===== src/rtl/bus_xfer_ctrl.sv =====
// Burst engine behind the bus arbiter: runs the granted master's burst on the
// shared slave port, steers per-master data, and flags multi-hot grants.
module bus_xfer_ctrl #(
  parameter int N_MASTERS = 3,
  parameter int ADDR_W    = 16,
  parameter int DATA_W    = 32,
  parameter int LEN_W     = 4
) (
  input  logic                          clk,
  input  logic                          reset,
  input  logic [N_MASTERS-1:0]          bus_grant,
  output logic                          bus_ack,
  input  logic [N_MASTERS*ADDR_W-1:0]   m_addr,
  input  logic [N_MASTERS*LEN_W-1:0]    m_len,
  input  logic [N_MASTERS-1:0]          m_write,
  input  logic [N_MASTERS*DATA_W-1:0]   m_wdata,
  output logic [N_MASTERS-1:0]          m_beat,
  output logic [DATA_W-1:0]             m_rdata,
  output logic                          s_req,
  output logic                          s_we,
  output logic [ADDR_W-1:0]             s_addr,
  output logic [DATA_W-1:0]             s_wdata,
  input  logic                          s_ready,
  input  logic [DATA_W-1:0]             s_rdata,
  output logic                          grant_err
);

  localparam int IDX_W = (N_MASTERS > 1) ? $clog2(N_MASTERS) : 1;

  typedef enum logic [1:0] {IDLE, XFER, ACK} state_t;

  state_t            state, state_next;
  logic [IDX_W-1:0]  idx_q;
  logic [ADDR_W-1:0] addr_q;
  logic [LEN_W-1:0]  len_q;
  logic [LEN_W-1:0]  count_q;
  logic              write_q;
  logic              grant_err_q;

  logic [IDX_W:0]    grant_cnt;
  logic [IDX_W-1:0]  grant_idx;
  logic [ADDR_W-1:0] grant_addr;
  logic [LEN_W-1:0]  grant_len;
  logic              grant_write;
  logic [DATA_W-1:0] sel_wdata;
  logic              grant_one;
  logic              grant_multi;
  logic              beat;

  // Decode the raw grant (population count plus the granted master's fields)
  // and the data mux for the master that owns the current burst.
  always_comb begin
    grant_cnt   = '0;
    grant_idx   = '0;
    grant_addr  = '0;
    grant_len   = '0;
    grant_write = 1'b0;
    sel_wdata   = '0;
    for (int i = 0; i < N_MASTERS; i++) begin
      grant_cnt = grant_cnt + (IDX_W+1)'(bus_grant[i]);
      if (bus_grant[i]) begin
        grant_idx   = IDX_W'(i);
        grant_addr  = m_addr[i*ADDR_W +: ADDR_W];
        grant_len   = m_len[i*LEN_W +: LEN_W];
        grant_write = m_write[i];
      end
      if (idx_q == IDX_W'(i)) begin
        sel_wdata = m_wdata[i*DATA_W +: DATA_W];
      end
    end
  end

  assign grant_one   = (grant_cnt == (IDX_W+1)'(1));
  assign grant_multi = (grant_cnt >  (IDX_W+1)'(1));
  assign beat        = (state == XFER) && s_ready;

  always_ff @(posedge clk) begin
    if (reset) begin
      state <= IDLE;
    end else begin
      state <= state_next;
    end
  end

  always_comb begin
    state_next = state;
    case (state)
      IDLE: begin
        if (grant_one) begin
          state_next = XFER;
        end else if (grant_multi) begin
          state_next = ACK;
        end
      end
      XFER: begin
        if (beat && (count_q == len_q)) begin
          state_next = ACK;
        end
      end
      ACK:     state_next = IDLE;
      default: state_next = IDLE;
    endcase
  end

  // Burst context is captured once in IDLE; grant changes afterwards are ignored.
  always_ff @(posedge clk) begin
    if (reset) begin
      idx_q       <= '0;
      addr_q      <= '0;
      len_q       <= '0;
      count_q     <= '0;
      write_q     <= 1'b0;
      grant_err_q <= 1'b0;
    end else begin
      if (state == IDLE) begin
        if (grant_one) begin
          idx_q   <= grant_idx;
          addr_q  <= grant_addr;
          len_q   <= grant_len;
          write_q <= grant_write;
          count_q <= '0;
        end else if (grant_multi) begin
          grant_err_q <= 1'b1;
        end
      end
      if (beat) begin
        addr_q  <= addr_q + ADDR_W'(1);
        count_q <= count_q + LEN_W'(1);
      end
    end
  end

  always_comb begin
    s_req   = 1'b0;
    s_we    = 1'b0;
    bus_ack = 1'b0;
    s_wdata = '0;
    m_beat  = '0;
    case (state)
      XFER: begin
        s_req   = 1'b1;
        s_we    = write_q;
        s_wdata = sel_wdata;
        for (int i = 0; i < N_MASTERS; i++) begin
          m_beat[i] = s_ready && (idx_q == IDX_W'(i));
        end
      end
      ACK:     bus_ack = 1'b1;
      default: ;
    endcase
  end

  assign s_addr    = addr_q;
  assign m_rdata   = s_rdata;
  assign grant_err = grant_err_q;

endmodule


===== config.mk =====
export PLATFORM = sky130hd
export DESIGN_NAME = bus_xfer_ctrl
export DESIGN_NICKNAME = d
export VERILOG_FILES = /design/src/rtl/bus_xfer_ctrl.sv
export SDC_FILE = /design/constraint.sdc
export NUM_CORES = 1
export LEC_CHECK = 0
export BUFFER_PORTS_ARGS = -buffer_cell sky130_fd_sc_hd__buf_2
export CORE_AREA = 5 5 107 109
export DETAILED_ROUTE_END_ITERATION = 10
export DIE_AREA = 0 0 112 114
export PLACE_DENSITY = 0.76
export SLEW_MARGIN = 10
export SYNTH_ARGS = -nofsm -noshare
export SYNTH_HDL_FRONTEND = slang
export SYNTH_SLANG_ARGS = --single-unit

===== constraint.sdc =====
create_clock -name clk -period 2.9 [get_ports clk]
set_input_delay 0.29 -clock clk [delete_from_list [all_inputs] [get_ports clk]]
set_output_delay 0.29 -clock clk [all_outputs]
set_load 0.02 [all_outputs]

==> impl_metrics.env, run 1 <==
export IMPL_overflow=0
export IMPL_ios=284
export IMPL_n_antenna_cell=0
export IMPL_ys_ff_latch=30
export IMPL_syn_num_nets=612
export IMPL_final_setup_viol_count=0
export IMPL_clkTransAtPathRegs_ns=0.06
export IMPL_post_route_drc_count=0
export IMPL_io_buffers=219
export IMPL_maxSlewViolCount=0
export IMPL_worstSetupStartpointType="primary input"
export IMPL_ir_worst_vdd_mv=0.287
export IMPL_syn_instance_count=412
export IMPL_cts_htree_levels=2
export IMPL_power_density_nw_per_um2=359
export IMPL_grt_pass1_wl_um=18100
export IMPL_cellLeakagePower_nw=1.94
export IMPL_yosys_warnings=0
export IMPL_cts_hold_buf=0
export IMPL_place_ws_ns=0.508
export IMPL_drive_above_1_share=0.428
export IMPL_die_w_um=112
export IMPL_hold_class="primary input to flip-flop"
export IMPL_start_util=0.284
export IMPL_synth_enable_flop_cells=0
export IMPL_finalCriticalPeriod_ns=2.11
export IMPL_status="finished, final reports clean"
export IMPL_timing_slew_headroom=0.582
export IMPL_rsz0062_at_grt="no"
export IMPL_layout_setup_ws_ns=0.789
export IMPL_num_rows=38
export IMPL_async_reset_ff_frac=0
export IMPL_cts_sinks=30
export IMPL_fin_skew_ns=0.00715
export IMPL_routedWlPerCell_um=16.5
export IMPL_cp_required_ns=3.05
export IMPL_syn2layout_area_growth_pct=35.4
export IMPL_ys_flop_type="dfxtp_1"
export IMPL_critPathMaxFanout=18
export IMPL_cts_buffer_depth=2
export IMPL_ys_types=53
export IMPL_drt_total_wl_um=11900
export IMPL_cts_tree="done"
export IMPL_hpwl_um=9880
export IMPL_nets=781
export IMPL_viasPerCell=5.02
export IMPL_fmax_mhz=474
export IMPL_antenna_found_initial=0
export IMPL_ctsResizeCount=0
export IMPL_dieHeight_um=114
export IMPL_gp_congestion=0.857
export IMPL_numCtsBuffers=5
export IMPL_firstDrtPassIters=4
export IMPL_crit_path_end_kind="flip-flop"
export IMPL_tns_ns=0
export IMPL_clock_latency_ns=0.28
export IMPL_cts_setup_buffers=0
export IMPL_ant_nets=0
export IMPL_drtIter0Drc=228
export IMPL_final_hold_violation_count=0
export IMPL_route_vias_total=3613
export IMPL_critPathKind="primary input to flip-flop"
export IMPL_grt_pass1_vias=3526
export IMPL_syn_avg_cell_area_sq_um=7.23
export IMPL_grt_max_degree=36
export IMPL_clockRootBuffer="clkbuf_8"
export IMPL_worst_slew_pin_slew_ns=0.624
export IMPL_netlist_area_sq_um=2980
export IMPL_core_region_area_sq_um=10500
export IMPL_track_usage=0.174
export IMPL_yosysSeqAreaShare=0.202
export IMPL_fp_dieArea_sq_um=12800
export IMPL_arrival_ns=2.26
export IMPL_period_share=0.728
export IMPL_drv_cap=0
final cells by class:
type,count,area [sq um]
clock buffer,6,82.6
fill,1132,6470
inverter,7,26.3
multi-input combinational,307,1960
sequential,30,602
tap,140,175
timing repair buffer,230,1190
metal layers:
layer	vias up	GRT usage	wire length, um
met5	-	0	0
met1	1618	0.205	4660
met4	0	0.0457	234
met3	31	0.0626	1340
li1	1787	-	-
met2	177	0.299	5630
cell usage after synthesis, types with 2 or more instances:
cell | count | area [sq um]
buf_6 | 2 | 22.5
a221o_1 | 9 | 90.1
nand4_1 | 8 | 50.1
nand2b_1 | 7 | 43.8
mux2i_1 | 32 | 320
buf_2 | 11 | 55.1
a311oi_1 | 4 | 35.0
and3_1 | 3 | 18.8
o211ai_1 | 2 | 15.0
a211oi_1 | 5 | 37.5
a31o_2 | 2 | 17.5
nor3_1 | 15 | 75.1
inv_1 | 7 | 26.3
nor4_1 | 4 | 25.0
buf_4 | 33 | 248
nand3_1 | 5 | 25.0
xor2_1 | 6 | 52.6
dfxtp_1 | 30 | 601
nor2_1 | 77 | 289
nand2_1 | 12 | 45.0
a41oi_1 | 2 | 17.5
a22o_1 | 3 | 26.3
o31a_1 | 2 | 17.5
a211o_1 | 4 | 35.0
nand3b_1 | 2 | 15.0
a21oi_1 | 51 | 255
a2111oi_2 | 2 | 30.0
nor2b_1 | 6 | 37.5
and2_1 | 4 | 25.0
a22oi_1 | 13 | 97.6
xnor2_1 | 2 | 17.5
clkbuf_1 | 21 | 78.8
o21ai_0 | 5 | 25.0
ha_1 | 2 | 25.0
logic make-up after synthesis:
family	Yosys count	share of synthesized area
AOI/OAI and AO/OA	113	0.262
adders and majority gates	3	0.0151
muxes	32	0.108
DFF	30	0.202
and+or+nand+nor	151	0.244
buffers and inverters	75	0.146
xor gates and xnor gates	8	0.0235
layout by cell type, fill, tap and decap left out, types with 2 or more instances in the layout:
cell	count
o31a_1	2
ha_1	2
a41oi_1	2
nor2_1	77
nand3b_1	2
a211oi_1	5
a2111oi_2	2
and3_1	3
mux2i_1	32
inv_1	7
a22o_1	3
xnor2_1	2
buf_2	219
nand3_1	5
nor2b_1	5
clkbuf_8	6
nand2b_1	7
nor3_1	15
a22oi_1	13
a221o_1	9
o21ai_0	5
a21oi_1	51
a31o_2	2
a211o_1	4
dfxtp_1	29
nand2_1	12
and2_1	4
nor4_1	4
xor2_1	6
nand4_1	8
o211ai_1	2
a311oi_1	4
buf_4	10
worst paths after layout:
kind	from	to	slack [ns]	depth (start not counted)
setup / recovery	bus_grant[0]	s_addr[10]	0.79	7
setup reg to reg	state[0]	s_addr[10]	0.96	5
hold reg to reg	len_q[3]	len_q[3]	0.47	2
hold / removal	s_ready	state[0]	0.29	2
through the flow:
stage,utilization,hold WS (ns),instances,area [sq um],power (W)
after CTS,0.384,0.283,720,4030,0.00146
after global routing,0.384,0.326,720,4030,0.00155
after floorplan,-,0.412,412,2980,0.000941
after detailed placement,0.376,0.461,714,3950,0.00113
final,0.384,0.290,720,4030,0.00145
after global placement,0.376,0.453,714,3950,0.00113
worst max-delay path, cell delays in order:
cell     delay (ns)
buf_2          0.12
fa_1           0.54
or4b_1         0.62
buf_4          0.28
o31a_1         0.25
o21ai_1        0.09
nor3_1         0.07
report_power, final:
part           leakage [nW]  internal [W]  switching, W
Combinational          1.65      0.000271      0.000343
Sequential            0.246      0.000453     0.0000534
Clock                0.0431      0.000183      0.000146
Total                  1.94      0.000906      0.000543
registers in the layout, indices dropped and copies added, names as in the netlist:
register / cells
state: 2
count_q: 4
idx_q: 2
grant_err: 1
s_addr: 16
len_q: 4
write_q: 1
No activity file was read; power rests on OpenSTA's default activity.
==> inputs of run 2 (changes only) <==
ABC_AREA = 1   (was default)
CORE_AREA = 5 5 108 110   (was 5 5 107 109)
DIE_AREA = 0 0 113 115   (was 0 0 112 114)
PLACE_DENSITY = 0.81   (was 0.76)
clock period = 1.7 ns   (was 2.9 ns; I/O delays follow)
==> run 2 against run 1 <==
Clock-buffer cell count is the same; register-to-register slack got worse by 0.75 ns; combinational power is 150% higher; first-iteration DRC count grew 46%; clock power grew to 2.8 times the previous value; non-clock buffer count up 18; cell count rose by 29%; critical endpoint is now s_wdata[15]; highest routed layer unchanged.
==> impl_metrics.env, run 2 <==
export IMPL_status="finished, final reports clean"
export IMPL_ir_worst_vdd_mv=0.652
export IMPL_routedWlPerCell_um=14.5
export IMPL_timing_slew_headroom=0.605
export IMPL_ios=284
export IMPL_hold_class="primary input to flip-flop"
export IMPL_core_region_area_sq_um=10600
export IMPL_maxSlewViolCount=0
export IMPL_synthTopCellsByArea="nand3_1 22%, nand2_1 19%, dfxtp_1 18%"
export IMPL_syn2layout_area_growth_pct=43.0
export IMPL_rsz0062_at_grt="yes"
export IMPL_cts_htree_levels=2
export IMPL_cts_buffer_depth=2
export IMPL_crit_path_end_kind="output port"
export IMPL_clock_latency_ns=0.29
export IMPL_firstDrtPassIters=6
export IMPL_n_antenna_cell=0
export IMPL_ant_nets=0
export IMPL_final_setup_viol_count=0
export IMPL_async_reset_ff_frac=0
export IMPL_cts_hold_buf=0
export IMPL_worstSetupStartpointType="flip-flop"
export IMPL_layout_cells_most_common_list="198 x buf_2, 172 x nand2_1, 146 x nand3_1"
export IMPL_syn_num_nets=800
export IMPL_cellLeakagePower_nw=2.71
export IMPL_cp_required_ns=1.53
export IMPL_yosys_warnings=0
export IMPL_ys_ff_latch=30
export IMPL_fp_dieArea_sq_um=13000
export IMPL_drt_total_wl_um=13500
export IMPL_fmax_mhz=623
export IMPL_dieHeight_um=115
export IMPL_gp_congestion=0.875
export IMPL_start_util=0.314
export IMPL_yosysSeqAreaShare=0.181
export IMPL_synth_top_cell_area_share=0.220
export IMPL_whs_ns=0.156
export IMPL_fin_skew_ns=0.00873
export IMPL_hpwl_um=10700
export IMPL_critPathMaxFanout=11
export IMPL_viasPerCell=4.92
export IMPL_synth_largest_area_cell="nand3_1"
export IMPL_track_usage=0.191
export IMPL_overflow=0
export IMPL_clockRootBuffer="clkbuf_8"
export IMPL_drv_cap=0
export IMPL_finalCriticalPeriod_ns=1.60
export IMPL_synth_enable_flop_cells=0
export IMPL_cts_sinks=30
export IMPL_final_hold_violation_count=0
export IMPL_netlist_area_sq_um=3330
export IMPL_ys_types=31
export IMPL_largest_reg_flops=16
export IMPL_grt_pass1_wl_um=20500
export IMPL_arrival_ns=1.43
export IMPL_power_density_nw_per_um2=700
export IMPL_nets=988
export IMPL_period_share=0.944
export IMPL_syn_avg_cell_area_sq_um=5.54
export IMPL_numCtsBuffers=5
export IMPL_critPathKind="flip-flop to output port"
export IMPL_antenna_found_initial=0
export IMPL_rrSetupSlack_ns=0.21
export IMPL_final_common_cell="buf_2"
export IMPL_grt_max_degree=35
export IMPL_grt_pass1_vias=4446
export IMPL_final_core_util=0.449
export IMPL_route_vias_total=4573
export IMPL_drtIter0Drc=334
export IMPL_io_buffers=219
export IMPL_die_w_um=113
export IMPL_synth_commonest_cells="172 x nand2_1, 146 x nand3_1, 60 x inv_1"
export IMPL_syn_instance_count=600
export IMPL_drive_above_1_share=0.354
export IMPL_ys_flop_type="dfxtp_1"
export IMPL_worst_slew_pin_slew_ns=0.592
export IMPL_num_rows=38
export IMPL_cts_tree="done"
export IMPL_clkTransAtPathRegs_ns=0.07
export IMPL_synth_most_common_cell="nand2_1"
export IMPL_post_route_drc_count=0
## run 2: report_power, final
part	internal, W	switching [W]	leakage (nW)
Clock	0.000625	0.000298	0.0714
Sequential	0.000787	0.000110	0.247
Combinational	0.000662	0.000849	2.39
## run 2: layer usage
metal  GRT usage  wire length [um]  vias up
li1            -                 -     2268
met1       0.205              5070     2026
met2       0.364              6650      258
met3      0.0542              1520       21
met4      0.0561               227        0
met5           0                 0        -
## run 2: logic make-up after synthesis
kind of cell / after synthesis / synth area share
AOI/OAI and AO/OA: 36 / 0.0624
xor gates and xnor gates: 9 / 0.0237
adders and majority gates: 3 / 0.0135
buffers and inverters: 132 / 0.197
DFF: 30 / 0.181
and+or+nand+nor: 390 / 0.522
## run 2: worst paths after layout
check | start | to | cells after the start
min | m_len[1] | len_q[1] | 3
max reg2reg | s_addr[0] | s_addr[15] | 8
max | idx_q[1] | s_wdata[15] | 8
min reg2reg | grant_err | grant_err | 2
## run 2: layout make-up
class	count	area, sq um
Timing Repair Buffer	248	1510
Clock buffer	6	82.6
Inverter	65	246
Multi-Input combinational cell	438	2080
Fill cell	1149	5840
Sequential cell	30	606
Tap cell	140	175
Clock inverter	2	60.1
## run 2: repair_timing
action,4_1_cts,5_1_grt
pin swaps,1,1
hold endpoints to repair,0,0
buffers inserted,3,0
gates cloned,1,0
endpoints found under the setup margin,32,30
gates resized for setup,33,5
## run 2: per-stage QoR
| step | instances | TNS [ns] | area, sq um | total power (W) | worst slack [ns] |
|---|---|---|---|---|---|
| after floorplan | 600 | 0 | 3330 | 0.00183 | 0.185 |
| final | 929 | 0 | 4760 | 0.00333 | 0.0959 |
| after global placement | 918 | 0 | 4460 | 0.00231 | 0.0193 |
| after detailed placement | 918 | -0.00628 | 4460 | 0.00233 | -0.00628 |
| after global routing | 929 | -0.00802 | 4760 | 0.00354 | -0.00802 |
| after CTS | 929 | 0 | 4750 | 0.00333 | 0.0619 |
## run 2: worst max-delay path: stages, from the launching register on
cell and delay [ns]:
dfxtp_4 0.38, nor2_4 0.13, buf_12 0.12, buf_12 0.11, nand2_1 0.05, nand3_1 0.06, nand2_1 0.06, inv_1 0.10
buf_6 0.13
==> inputs of run 3 (changes only) <==
CORE_AREA = 5 5 107 109   (was 5 5 108 110)
DIE_AREA = 0 0 112 114   (was 0 0 113 115)
PLACE_DENSITY = 0.73   (was 0.81)
clock period = 1.8 ns   (was 1.7 ns; I/O delays follow)
==> run 3 against run 2 <==
Clock-buffer cell count rose by 1; global-route usage rose by 0.37 points; routed wire length fell by 2.2%; combinational power fell by 15%; final area fell by 5.9%; largest power group unchanged.
==> impl_metrics.env, run 3 (same netlist as run 2, synthesis figures left out) <==
export IMPL_die_w_um=112
export IMPL_firstDrtPassIters=6
export IMPL_power_density_nw_per_um2=607
export IMPL_whs_ns=0.169
export IMPL_arrival_ns=1.51
export IMPL_nFillCells=1190
export IMPL_num_rows=38
export IMPL_cts_buffer_depth=2
export IMPL_worst_path_max_delay_cell="dfxtp_1"
export IMPL_ios=284
export IMPL_slowest_delay_ns=0.43
export IMPL_drv_cap=0
export IMPL_hpwl_um=10600
export IMPL_cts_tree="done"
export IMPL_timing_slew_headroom=0.621
export IMPL_crit_chain="clkinv_1 > buf_12 > nand3_1 > nand3_1 > nand2_1 > inv_1 > buf_2"
export IMPL_core_region_area_sq_um=10500
export IMPL_multi_input_area_sq_um=2080
export IMPL_layout_setup_ws_ns=0.114
export IMPL_final_hold_violation_count=0
export IMPL_grt_max_degree=35
export IMPL_final_common_cell="buf_2"
export IMPL_drtIter0Drc=355
export IMPL_largest_reg_flops=16
export IMPL_maxSlewViolCount=0
export IMPL_final_setup_viol_count=0
export IMPL_period_share=0.936
export IMPL_nets=975
export IMPL_grt_pass1_wl_um=20700
export IMPL_overflow=0
export IMPL_ant_nets=0
export IMPL_worst_slew_pin_slew_ns=0.568
export IMPL_io_buffers=219
export IMPL_cellLeakagePower_nw=2.59
export IMPL_start_util=0.317
export IMPL_worstSetupStartpointType="flip-flop"
export IMPL_numCtsBuffers=5
export IMPL_viasPerCell=4.95
export IMPL_place_ws_ns=-0.00351
export IMPL_routedWlPerCell_um=14.4
export IMPL_cpMostUsedCell="nand3_1"
export IMPL_ir_worst_vdd_mv=0.359
export IMPL_clockRootBuffer="clkbuf_8"
export IMPL_grt_pass1_vias=4294
export IMPL_dieHeight_um=114
export IMPL_n_antenna_cell=0
export IMPL_status="finished, final reports clean"
export IMPL_antenna_found_initial=1
export IMPL_route_vias_total=4530
export IMPL_fmax_mhz=593
export IMPL_finalCriticalPeriod_ns=1.69
export IMPL_clock_latency_ns=0.29
export IMPL_syn2layout_area_growth_pct=34.6
export IMPL_stdcell_area_sq_um=4480
export IMPL_critPathKind="flip-flop to output port"
export IMPL_rsz0062_at_grt="no"
export IMPL_crit_path_end_kind="output port"
export IMPL_drive_above_1_share=0.339
export IMPL_fp_dieArea_sq_um=12800
export IMPL_layoutNonFillerInstCount=916
export IMPL_rrSetupSlack_ns=0.29
export IMPL_seq_area_sq_um=602
export IMPL_fin_skew_ns=0.00787
export IMPL_track_usage=0.195
export IMPL_cts_htree_levels=2
export IMPL_gp_congestion=0.951
export IMPL_critPathMaxFanout=33
export IMPL_cp_required_ns=1.62
export IMPL_dpl_instance_area_sq_um=4360
export IMPL_layout_cells_most_common_list="219 x buf_2, 172 x nand2_1, 146 x nand3_1"
export IMPL_post_route_drc_count=0
export IMPL_drt_total_wl_um=13200
export IMPL_cts_sinks=30
export IMPL_dpl_cell_count=908
export IMPL_clkTransAtPathRegs_ns=0.07
export IMPL_hold_class="primary input to flip-flop"
==> run 3: cell types whose count changed in the layout (fill, tap and decap cells not counted), sizes merged <==
cell / delta
buf: -13
bufinv: -2
clkbuf: +1
clkinv: +2
inv: -1
==> run 3: through the flow <==
stage	power (W)	setup TNS (ns)	util
after global routing	0.00291	0	0.426
after floorplan	0.00173	0	-
after detailed placement	0.00215	-0.00351	0.415
final	0.00272	0	0.426
after CTS	0.00273	0	0.423
after global placement	0.00214	0	0.415
==> run 3: cell type report <==
| cell class | instances | area share |
|---|---|---|
| clock buffer | 7 | 0.0193 |
| clock inverter | 1 | 0.00112 |
| inverter | 65 | 0.0551 |
| multi-input combinational | 438 | 0.464 |
| sequential | 30 | 0.134 |
| tap | 140 | 0.0391 |
| timing repair buffer | 235 | 0.287 |
==> run 3: path summary, 6_finish.rpt <==
check,start,to,cells past startpoint
worst min-delay path,m_len[1],len_q[1],3
worst max register to register,state[1],s_addr[10],7
worst min register to register,grant_err,grant_err,2
worst max-delay path,idx_q[0],s_wdata[5],7
==> run 3: worst max-delay path, delay by kind of cell, from the launching register on <==
kind | cells | cell delay [ns]
buffers and inverters | 4 | 0.55
DFF | 1 | 0.43
and+or+nand+nor | 3 | 0.24
==> run 3: per-layer routing <==
| layer | track usage | wire [um] |
|---|---|---|
| met1 | 0.234 | 5300 |
| met2 | 0.337 | 6310 |
| met3 | 0.0589 | 1230 |
| met4 | 0.0601 | 307 |
| met5 | 0 | 13 |
==> run 3: what timing repair did <==
action,in CTS,in global routing
setup endpoints to repair,0,32
setup buffers,0,0
gates resized for setup,0,8
hold endpoints to repair,0,0
hold buffers,0,0
==> run 3: power by group <==
group / switching (W) / total, W / internal (W)
Clock: 0.000268 / 0.000577 / 0.000308
Sequential: 0.000105 / 0.000848 / 0.000743
Combinational: 0.000773 / 0.00129 / 0.000518
Total: 0.00115 / 0.00272 / 0.00157
